<file path="config.mk">
export PLATFORM = sky130hd
export DESIGN_NAME = cam_capture
export DESIGN_NICKNAME = d
export VERILOG_FILES = /design/src/rtl/cam_capture_pkg.sv /design/src/rtl/cam_capture_rgb565_to_444.sv /design/src/rtl/cam_capture.sv
export SDC_FILE = /design/constraint.sdc
export NUM_CORES = 1
export LEC_CHECK = 0
export ABC_AREA = 0
export CAP_MARGIN = 20
export CELL_PAD_IN_SITES_DETAIL_PLACEMENT = 0
export CELL_PAD_IN_SITES_GLOBAL_PLACEMENT = 1
export CORE_MARGIN = 5
export CORE_UTILIZATION = 46
export CTS_BUF_LIST = sky130_fd_sc_hd__clkbuf_8
export DETAILED_ROUTE_END_ITERATION = 7
export PLACE_DENSITY = 0.87
export REMOVE_ABC_BUFFERS = 1
export SLEW_MARGIN = 5
export SYNTH_ARGS = -nofsm -noshare
export SYNTH_HDL_FRONTEND = slang
export SYNTH_SLANG_ARGS = --single-unit
export TNS_END_PERCENT = 30
</file>
<file path="constraint.sdc">
create_clock -name clk_i -period 3.53 [get_ports clk_i]
set_input_delay 0.706 -clock clk_i [delete_from_list [all_inputs] [get_ports clk_i]]
set_output_delay 0.706 -clock clk_i [all_outputs]
set_load 0.1 [all_outputs]
</file>
<file path="src/rtl/cam_capture_pkg.sv">
// Shared definitions for the camera capture / filter pipeline:
// RGB444 field layout, capture FSM encoding and default frame geometry.
package cam_capture_pkg;

  localparam int CH_W  = 4;
  localparam int PIX_W = 3 * CH_W;
  localparam int R_MSB = 11;
  localparam int G_MSB = 7;
  localparam int B_MSB = 3;

  localparam int H_ACTIVE_DEF = 320;
  localparam int V_ACTIVE_DEF = 240;
  localparam int ADDR_W_DEF   = 17;

  typedef enum logic [1:0] {
    ST_IDLE       = 2'd0,
    ST_WAIT_FRAME = 2'd1,
    ST_CAPTURE    = 2'd2
  } state_t;

endpackage

</file>
<file path="src/rtl/cam_capture_rgb565_to_444.sv">
// Combinational RGB565 -> RGB444 packing; each channel keeps its top four bits.
module rgb565_to_444
  import cam_capture_pkg::*;
(
  input  logic [15:0]      rgb565_i,
  output logic [PIX_W-1:0] rgb444_o
);

  // Low-order channel bits are dropped by truncation.
  logic unused_bits;
  assign unused_bits = ^{rgb565_i[11], rgb565_i[6:5], rgb565_i[0]};

  assign rgb444_o[R_MSB -: CH_W] = rgb565_i[15:12];
  assign rgb444_o[G_MSB -: CH_W] = rgb565_i[10:7];
  assign rgb444_o[B_MSB -: CH_W] = rgb565_i[4:1];

endmodule

</file>
<file path="src/rtl/cam_capture.sv">
// Camera byte-stream capture: assembles RGB444 pixels from whole frames only,
// clipped to H_ACTIVE x V_ACTIVE, with a linear frame-buffer write address.
//
// state         | meaning
// ST_IDLE       | after reset; waiting to see vsync high so no partial frame is taken
// ST_WAIT_FRAME | in vertical blanking; vsync falling edge with capture_en starts a frame
// ST_CAPTURE    | taking bytes; vsync rising edge closes the frame
module cam_capture
  import cam_capture_pkg::*;
#(
  parameter int H_ACTIVE = H_ACTIVE_DEF,
  parameter int V_ACTIVE = V_ACTIVE_DEF,
  parameter int ADDR_W   = ADDR_W_DEF
) (
  input  logic              clk_i,
  input  logic              rst_i,
  input  logic              cam_en_i,
  input  logic              cam_vsync_i,
  input  logic              cam_href_i,
  input  logic [7:0]        cam_data_i,
  input  logic              capture_en_i,
  output logic [PIX_W-1:0]  pixel_out_o,
  output logic              pixel_valid_o,
  output logic [ADDR_W-1:0] wr_addr_o,
  output logic              frame_done_o,
  output logic [8:0]        line_cnt_o,
  output logic              busy_o
);

  localparam int                X_W       = $clog2(H_ACTIVE + 1);
  localparam logic [X_W-1:0]    X_LIM     = X_W'(H_ACTIVE);
  localparam logic [8:0]        Y_LIM     = 9'(V_ACTIVE);
  localparam logic [ADDR_W-1:0] LINE_STEP = ADDR_W'(H_ACTIVE);

  state_t            state_q, state_d;
  logic              phase_q, phase_d;
  logic [7:0]        hi_q, hi_d;
  logic [X_W-1:0]    x_q, x_d;
  logic [8:0]        y_q, y_d;
  logic [ADDR_W-1:0] addr_q, addr_d;
  logic [ADDR_W-1:0] base_q, base_d;
  logic              vs_q, vs_d, hr_q, hr_d;
  logic [PIX_W-1:0]  pix_q, pix_d;
  logic              pv_q, pv_d;
  logic [ADDR_W-1:0] wa_q, wa_d;
  logic              fd_q, fd_d;

  logic [PIX_W-1:0]  pix_conv;
  logic              vs_rise, vs_fall, hr_fall;

  rgb565_to_444 u_rgb565_to_444 (
    .rgb565_i ({hi_q, cam_data_i}),
    .rgb444_o (pix_conv)
  );

  assign vs_rise = cam_en_i &  cam_vsync_i & ~vs_q;
  assign vs_fall = cam_en_i & ~cam_vsync_i &  vs_q;
  assign hr_fall = cam_en_i & ~cam_href_i  &  hr_q;

  always_comb begin
    state_d = state_q;
    phase_d = phase_q;
    hi_d    = hi_q;
    x_d     = x_q;
    y_d     = y_q;
    addr_d  = addr_q;
    base_d  = base_q;
    vs_d    = vs_q;
    hr_d    = hr_q;
    pix_d   = pix_q;
    pv_d    = 1'b0;
    wa_d    = wa_q;
    fd_d    = 1'b0;

    if (cam_en_i) begin
      vs_d = cam_vsync_i;
      hr_d = cam_href_i;
    end

    case (state_q)
      ST_IDLE: begin
        if (cam_en_i && cam_vsync_i) state_d = ST_WAIT_FRAME;
      end
      ST_WAIT_FRAME: begin
        if (vs_fall && capture_en_i) begin
          state_d = ST_CAPTURE;
          phase_d = 1'b0;
          x_d     = '0;
          y_d     = '0;
          addr_d  = '0;
          base_d  = '0;
        end
      end
      ST_CAPTURE: begin
        // A vsync edge takes priority over any byte on the same strobe.
        if (vs_rise) begin
          state_d = ST_WAIT_FRAME;
          fd_d    = (y_q == Y_LIM);
        end else if (cam_en_i && cam_href_i) begin
          if (!phase_q) begin
            hi_d    = cam_data_i;
            phase_d = 1'b1;
          end else begin
            phase_d = 1'b0;
            if (x_q < X_LIM && y_q < Y_LIM) begin
              pv_d   = 1'b1;
              pix_d  = pix_conv;
              wa_d   = addr_q;
              addr_d = addr_q + ADDR_W'(1);
            end
            if (x_q < X_LIM) x_d = x_q + X_W'(1);
          end
        end else if (hr_fall) begin
          // Line base advances by H_ACTIVE so short lines leave holes.
          x_d     = '0;
          phase_d = 1'b0;
          if (y_q < Y_LIM) y_d = y_q + 9'd1;
          if (y_q + 9'd1 < Y_LIM) begin
            base_d = base_q + LINE_STEP;
            addr_d = base_q + LINE_STEP;
          end
        end
      end
      default: state_d = ST_IDLE;
    endcase
  end

  always_ff @(posedge clk_i) begin
    if (rst_i) begin
      state_q <= ST_IDLE;
      phase_q <= 1'b0;
      hi_q    <= '0;
      x_q     <= '0;
      y_q     <= '0;
      addr_q  <= '0;
      base_q  <= '0;
      vs_q    <= 1'b0;
      hr_q    <= 1'b0;
      pix_q   <= '0;
      pv_q    <= 1'b0;
      wa_q    <= '0;
      fd_q    <= 1'b0;
    end else begin
      state_q <= state_d;
      phase_q <= phase_d;
      hi_q    <= hi_d;
      x_q     <= x_d;
      y_q     <= y_d;
      addr_q  <= addr_d;
      base_q  <= base_d;
      vs_q    <= vs_d;
      hr_q    <= hr_d;
      pix_q   <= pix_d;
      pv_q    <= pv_d;
      wa_q    <= wa_d;
      fd_q    <= fd_d;
    end
  end

  assign pixel_out_o   = pix_q;
  assign pixel_valid_o = pv_q;
  assign wr_addr_o     = wa_q;
  assign frame_done_o  = fd_q;
  assign line_cnt_o    = y_q;
  assign busy_o        = (state_q == ST_CAPTURE);

endmodule

</file>
# After elaboration in Yosys (flattened, before gate mapping)
# Cells that the tools add are included.
# classes
add_sub_neg	4
magnitude_cmp	3
n_eq_ne	16
muxes	34
bitwise	13
n_reduce_logical	16
# ops
operator	count
17-bit two-way mux	9
9-bit two-way mux	10
17-bit one-hot mux with 2 select lines	2
9-bit one-hot mux with 2 select lines	2
9-bit by 1-bit adder with 9-bit output, second input constant	2
9-bit by 8-bit < comparator with 1-bit output, second input constant	2
6-bit AND reduction	3
17-bit by 1-bit adder with 17-bit output, second input constant	1
17-bit by 9-bit adder with 17-bit output, second input constant	1
9-bit by 8-bit == test with 1-bit output, second input constant	1
9-bit < comparator, second input constant	1
2-bit by 1-bit inequality test with 1-bit output, second input constant	4
2-bit inequality test, second input constant	4
4-bit AND reduction	2
1-bit inverter	7
7-bit AND reduction	1
1-bit bitwise AND	6
1-bit two-way mux	6
2-bit two-way mux	3
3-bit by 1-bit inequality test with 1-bit output, second input constant	2
3-bit by 2-bit inequality test with 1-bit output, second input constant	2
2-bit one-hot mux with 3 select lines	1
5-bit AND reduction	1
5-bit OR reduction	1
other kinds (9)	12
# totals
reg_bits	96
inputBits	14
output_inout_bits	41
word_cells	99

# Logic depth before layout (Yosys ltp)
# Gate-level depths: netlist of run 1.
# logic_depth
word_depth	7
depth_mapped	8
depth_no_buf	7

# By module
# Synthesis of run 1 repeated with hierarchy kept, for this count alone.
# hier_totals
cells_unflattened	553
hier_area_um2	4410.5
# modules_own_cells
module	n_inst	cells_per_inst	area_each_um2	seq_area_each_um2
cam_capture	1	541	4320.4	1801.7
rgb565_to_444	1	12	90.1	0.0

# Worst setup path after synthesis of run 1
# Ideal clock, no wire load.
# synth_path
path_type	register to register
startpoint	register y_q[0] (netlist: line_cnt_o[0])
endpoint	register addr_q[16]
setup_ns	0.117
t_arrival_ns	2.715
required_ns	3.413
path_slack_ns	0.698
stages_incl_launch_ff	8
path_buffers	0
synth_period_minus_slack_ns	2.832
cell_sequence	dfxtp_1 -> ha_1 -> nand3_1 -> or4_4 -> and2_4 -> and3_1 -> o21a_1 -> o22a_1
# synth_via
elab_chain_len	4
elab_cells_between_ends	7
cone_classes	add/sub (1); order compare (2); eq/ne (2); reduce/logical (2)
# synth_lines
item	line_no	rtl
start: declaration	cam_capture.sv:39	logic [8:0] y_q, y_d;
start signal: assignment	cam_capture.sv:148	y_q <= y_d;
9-bit by 1-bit adder with 9-bit output / 9-bit by 8-bit < comparator with 1-bit output (equally long branches)	cam_capture.sv:118, cam_capture.sv:105	
9-bit by 8-bit < comparator with 1-bit output / 1-bit logical AND (equally long branches)	cam_capture.sv:118, cam_capture.sv:105	
3-bit by 1-bit inequality test with 1-bit output (no line) / 3-bit by 2-bit inequality test with 1-bit output (equally long branches)	--	
7-bit AND reduction (no line) *	--	
end signal: assignment	cam_capture.sv:149	addr_q <= addr_d;
end: declaration	cam_capture.sv:40	logic [ADDR_W-1:0] addr_q, addr_d;
# Mark *: on every way between the ends. The rest lies on a longest branch, timed or not.
# A chain may end at the register's enable or synchronous reset.

# Final worst setup path of run 1
# layout_path
startpoint	register state_q[0]
endpoint	output port busy_o
# layout_via
elab_chain_len	1
# layout_lines
item	line_no	rtl
start: declaration	cam_capture.sv:35	state_t state_q, state_d;
start signal: assignment	cam_capture.sv:144	state_q <= state_d;
2-bit == test	cam_capture.sv:165	assign busy_o = (state_q == ST_CAPTURE);
end: declaration	cam_capture.sv:27	output logic busy_o
# Every way passes these cells.

==> results of run 1 <==
-- registers in the layout, summed over array words and instances (netlist names) --
| register | flops |
|---|---|
| frame_done_o | 1 |
| pixel_valid_o | 1 |
| addr_q | 17 |
| x_q | 9 |
| vs_q | 1 |
| hr_q | 1 |
| pixel_out_o | 12 |
| state_q | 2 |
| wr_addr_o | 17 |
| phase_q | 1 |
| line_cnt_o | 9 |
| base_q | 11 |
| hi_q | 7 |
-- metrics by stage --
stage	total power, uW	util (%)
4_1_cts	1866	55.64
3_3_place_gp	1098	53.26
5_1_grt	1917	55.64
2_1_floorplan	1055	-
6_report	1841	55.64
3_5_place_dp	1098	53.26
-- cell usage after synthesis (5+ instances only) --
master	count	area [um^2]
inv_1	11	41.29
xor2_1	13	113.9
ha_1	5	62.56
or3_1	5	31.28
nand2_1	90	337.8
xnor2_1	8	70.07
a21oi_1	58	290.3
o21ai_0	19	95.09
nor2_1	41	153.9
nand3_1	15	75.07
mux2i_1	8	80.08
nand4_1	10	62.56
nand2b_1	9	56.30
buf_2	5	25.02
and3_1	9	56.30
clkbuf_1	18	67.56
nor3_1	10	50.05
dfxtp_1	89	1782
-- path summary, 6_finish.rpt --
path                           to  slack [ps]  depth (start not counted)
setup reg to reg        base_q[7]         700                          6
hold reg to reg   pixel_out_o[11]         450                          2
setup / recovery           busy_o         660                          3
hold / removal    pixel_out_o[11]         450                          2
-- kinds of logic (layout without fill, tap and decap cells) --
| logic type | Yosys count | count (layout) |
|---|---|---|
| adders and majority gates | 5 | 5 |
| AOI/OAI and AO/OA | 125 | 125 |
| DFF | 89 | 89 |
| muxes | 9 | 9 |
| and+or+nand+nor | 224 | 224 |
| xor gates and xnor gates | 21 | 21 |
| buffers and inverters | 39 | 88 |
-- routing by layer --
metal	wire length, um	global-route usage, %	vias up
li1	-	-	1890
met1	4769	24.13	1762
met5	0	0	-
met2	4725	30.27	90
met3	487	3.339	15
met4	152	6.210	0
-- area by class of cell --
| cell class | count | area (um^2) |
|---|---|---|
| tap | 111 | 138.9 |
| fill | 876 | 4060 |
| sequential | 89 | 1782 |
| clock inverter | 7 | 93.84 |
| timing repair buffer | 60 | 578.1 |
| multi-input combinational | 384 | 2331 |
| clock buffer | 9 | 123.9 |
| inverter | 12 | 45.04 |
-- worst min-delay path: stages, from the launching register on --
cell,delay (ps)
dfxtp_1,320
nand2_1,50
a21oi_1,50
-- power breakdown --
part / switching (uW) / internal [uW] / total (uW) / leakage (uW)
combinational: 38.5 / 26.5 / 65.0 / 0.000865
clock: 368 / 399 / 766 / 0.000106
sequential: 3.73 / 1010 / 1010 / 0.000717
total: 410 / 1430 / 1840 / 0.00169
==> results.py, run 1 <==
metrics = {
    "status": {
        "status": "completed",
    },
    "setup_path": {
        "path_cells": "nand2b_4 > clkinv_1 > buf_4",
        "arrival_ps": 2160,
        "startpoint": "state_q[0]",
        "crit_fanout": 20,
        "critical_path.endpoint_type": "output pin",
        "worst-setup-path-type": "reg -> out",
        "worstSetupStartpointType": "register",
        "timing.rr.start": "state_q[0]",
        "crit_buf_inv": 2,
        "path_delay_family": "buffers and inverters",
        "critPathMaxStageDelay_ps": 590,
        "required_ps": 2820,
        "crit_slowest_cell": "clkinv_1",
    },
    "route": {
        "wire_per_inst_um": 15.08,
        "vias": 3757,
        "via_per_inst": 5.591,
        "first_pass_iters": 4,
        "postRouteAntennaNets": 0,
        "finalWirelength_um": 10130,
        "drc": 0,
        "drt_iter0_drc": 212,
    },
    "timing": {
        "hold_ws_ps": 451.9,
        "slew_viol_final": 0,
        "min_period_over_period_pct": 81.25,
        "period_minus_slack_ps": 2868,
        "rsz0062_at_grt": "false",
        "setup_violations": 0,
        "fin_ws_ps": 661.8,
        "hold_viol": 0,
        "tightest_slew_ps": 975.2,
        "worst_clock_skew_ps": 10.30,
        "slew_headroom_pct": 34.78,
        "fin_tns_setup_ps": 0,
        "max_freq_mhz": 348.6,
    },
    "global_routing": {
        "first_global_vias": 3627,
        "grt_pass1_wl_um": 17300,
        "antenna_found_initial": 0,
        "grt_overflow": 0,
        "track_usage_pct": 18.33,
        "grt_max_degree": 78,
    },
    "cells_and_area": {
        "n_antenna_cell": 0,
        "mostFrequentLayoutCells": "90 x nand2_1, 89 x dfxtp_1, 58 x a21oi_1, 47 x clkdlybuf4s50_1, 41 x nor2_1",
        "final_common_cell": "nand2_1",
        "fin_nets": 575,
        "finalNonFillerCells": 672,
        "fin_area_mm2": 0.005092,
        "syn2layout_area_growth_pct": 18.76,
        "drive_above_1_share_pct": 10.52,
    },
    "clock_network": {
        "postCtsSetupBuffers": 0,
        "clockBufferDepth": 2,
        "cts.clk_slew.worst_paths_ps": 90,
        "cts_tree": "built",
        "cts.repair.resized": 0,
        "numCtsBuffers": 9,
        "cts_sinks": 89,
        "htree_levels": 3,
        "hold_buffers": 0,
        "clock-root-buffer": "clkbuf_8",
        "clock_latency_ps": 350,
    },
    "synth": {
        "synth-compound-area-share_pct": 20.57,
        "ys_async_sr_fraction_pct": 0,
        "synthFlopType": "dfxtp_1",
        "postSynthCellCount": 512,
        "synth_mux_area_share_pct": 2.130,
        "synthAdderAreaFrac_pct": 1.459,
        "ys_seq_elements": 89,
        "mappedNetlistArea_mm2": 0.004288,
        "syn_avg_cell_area_um2": 8.375,
        "synth_edf_count": 0,
        "synth-xor-area-share_pct": 4.289,
        "synth_top_family_by_area": "simple AND/OR/NAND/NOR gates",
        "synth-simple-area-share_pct": 25.91,
        "synthDistinctLibCells": 72,
        "synth.yosys.seq_area_share_pct": 41.55,
        "yosysWarnings": 0,
    },
    "floorplanning": {
        "die_w_um": 106.5,
        "die_height_um": 106.5,
        "io_pins": 55,
        "die-area_mm2": 0.01135,
        "core_mm2": 0.009153,
        "row_count": 35,
        "initial_core_util_pct": 46.85,
    },
    "worst_hold_path": {
        "hold_path.class": "reg -> reg",
        "hp-start": "hi_q[7]",
    },
    "power_and_ir_drop": {
        "ir_drop_mv": 0.2113,
        "p_leak_uw": 0.001688,
        "powerDensity_mw_per_mm2": 361.4,
    },
    "placement": {
        "placed_cells": 656,
        "hpwlAfterDp_um": 6900,
        "portBuffers": 54,
        "pre_cts_ws_ps": 415.5,
        "placed_area_mm2": 0.004875,
        "gp_congestion": 0.8440,
    },
    "run": {
        "maxCapViolations": 0,
    },
}
Note: power is estimated with default switching activity, not from simulation.
==> run 2, diff against run 1 <==
Settings changed: CORE_UTILIZATION 46 to 39, PLACE_DENSITY 0.87 to 0.79.
Clock period 3.53 ns to 2.5 ns, I/O delays scaled along.
==> results.py, run 2 (synthesis gave the netlist of run 1 again) <==
metrics = {
    "status": {
        "status": "completed",
    },
    "route": {
        "postRouteAntennaNets": 0,
        "first_pass_iters": 5,
        "vias": 3854,
        "wire_per_inst_um": 14.29,
        "finalWirelength_um": 10450,
        "via_per_inst": 5.272,
        "drc": 0,
        "drt_iter0_drc": 246,
    },
    "floorplanning": {
        "initial_core_util_pct": 39.73,
        "row_count": 38,
        "io_pins": 55,
        "die_height_um": 114.9,
        "die-area_mm2": 0.01319,
        "core_mm2": 0.01079,
        "die_w_um": 114.9,
    },
    "setup_path": {
        "required_ps": 2780,
        "arrival_ps": 2640,
        "worst-setup-path-type": "reg -> reg",
        "startpoint": "line_cnt_o[0]",
        "timing.rr.start": "line_cnt_o[0]",
        "crit_fanout": 9,
        "critical_path.endpoint_type": "register",
        "worstSetupStartpointType": "register",
    },
    "cells_and_area": {
        "regArea_mm2": 0.001782,
        "mostFrequentLayoutCells": "90 x nand2_1, 89 x dfxtp_1, 74 x buf_4, 58 x a21oi_1, 41 x nor2_1",
        "final_common_cell": "nand2_1",
        "syn2layout_area_growth_pct": 23.11,
        "multi_input_area_mm2": 0.002331,
        "fillCellCount": 1032,
        "drive_above_1_share_pct": 20.98,
        "fin_nets": 605,
        "n_antenna_cell": 0,
    },
    "worst_hold_path": {
        "hold_path.class": "reg -> reg",
        "hp-start": "hi_q[4]",
    },
    "power_and_ir_drop": {
        "p_leak_uw": 0.001912,
        "finalPower_uw": 2524,
        "powerDensity_mw_per_mm2": 478.2,
        "ir_drop_mv": 0.2902,
    },
    "clock_network": {
        "cts.repair.resized": 0,
        "hold_buffers": 0,
        "clockBufferDepth": 2,
        "clock-root-buffer": "clkbuf_8",
        "cts_tree": "built",
        "htree_levels": 3,
        "postCtsSetupBuffers": 0,
        "cts_sinks": 89,
        "numCtsBuffers": 9,
        "cts.clk_slew.worst_paths_ps": 90,
        "clock_latency_ps": 360,
    },
    "placement": {
        "gp_congestion": 0.8613,
        "pre_cts_ws_ps": -86.04,
        "hpwlAfterDp_um": 7448,
        "portBuffers": 54,
    },
    "global_routing": {
        "grt_max_degree": 43,
        "grt_pass1_wl_um": 17840,
        "grt_overflow": 0,
        "first_global_vias": 3713,
        "track_usage_pct": 16.46,
        "antenna_found_initial": 0,
    },
    "timing": {
        "slew_headroom_pct": 64.01,
        "slew_viol_final": 0,
        "hold_ws_ps": 455.7,
        "fin_tns_setup_ps": 0,
        "setup_violations": 0,
        "period_minus_slack_ps": 2359,
        "tightest_slew_ps": 534.9,
        "fin_ws_ps": 140.7,
        "worst_clock_skew_ps": 6.801,
        "max_freq_mhz": 423.9,
        "rsz0062_at_grt": "false",
        "hold_viol": 0,
        "min_period_over_period_pct": 94.37,
    },
    "run": {
        "maxCapViolations": 0,
    },
}
run 2: changes by cell type in the layout (fill, tap and decap cells not counted):
cell,change
buf_12,+2
buf_4,+63
bufinv_16,-1
clkbuf_8,+1
clkdlybuf4s50_1,-35
clkinv_2,-1
clkinv_4,+2
inv_6,-1
run 2: path summary, 6_finish.rpt:
path              depth (start not counted)              to  slack (ps)
setup / recovery                          8       addr_q[3]         140
hold / removal                            2  pixel_out_o[8]         460
setup reg to reg                          8       addr_q[3]         140
hold reg to reg                           2  pixel_out_o[8]         460
run 2: worst max-delay path, cell delays in order, from the launching register on:
cell and delay (ps):
dfxtp_1 440, ha_1 200, nand3_1 200, or4_4 540, a21o_1 200, o211a_4 190
buf_4 170, buf_4 140, a311oi_2 210
run 2: through the flow:
step	area, um^2	utilization, %	std cells
final	5279	48.91	731
after floorplan	4158	-	485
after global routing	5279	48.91	731
after CTS	5279	48.91	731
after global placement	5074	47.01	715
after detailed placement	5074	47.01	715
run 2: routing by layer:
metal	track usage (%)	up-vias	routed length [um]
met1	21.63	1793	4799
li1	-	1956	-
met3	3.105	12	577
met5	0	-	0
met4	5.556	0	143
met2	27.20	93	4927
run 2: where the power goes:
group	switching (uW)	total (uW)	leakage, uW	internal, uW
clock	514	1000	0.0000985	491
combinational	54.9	95.3	0.00110	40.4
sequential	5.12	1420	0.000717	1420
run 2: layout make-up:
cell class,count,share of cell area [%]
inverter,12,0.8533
tap,140,3.318
multi-input combinational,384,44.16
timing repair buffer,90,14.03
clock inverter,6,1.280
sequential,89,33.75
clock buffer,10,2.607
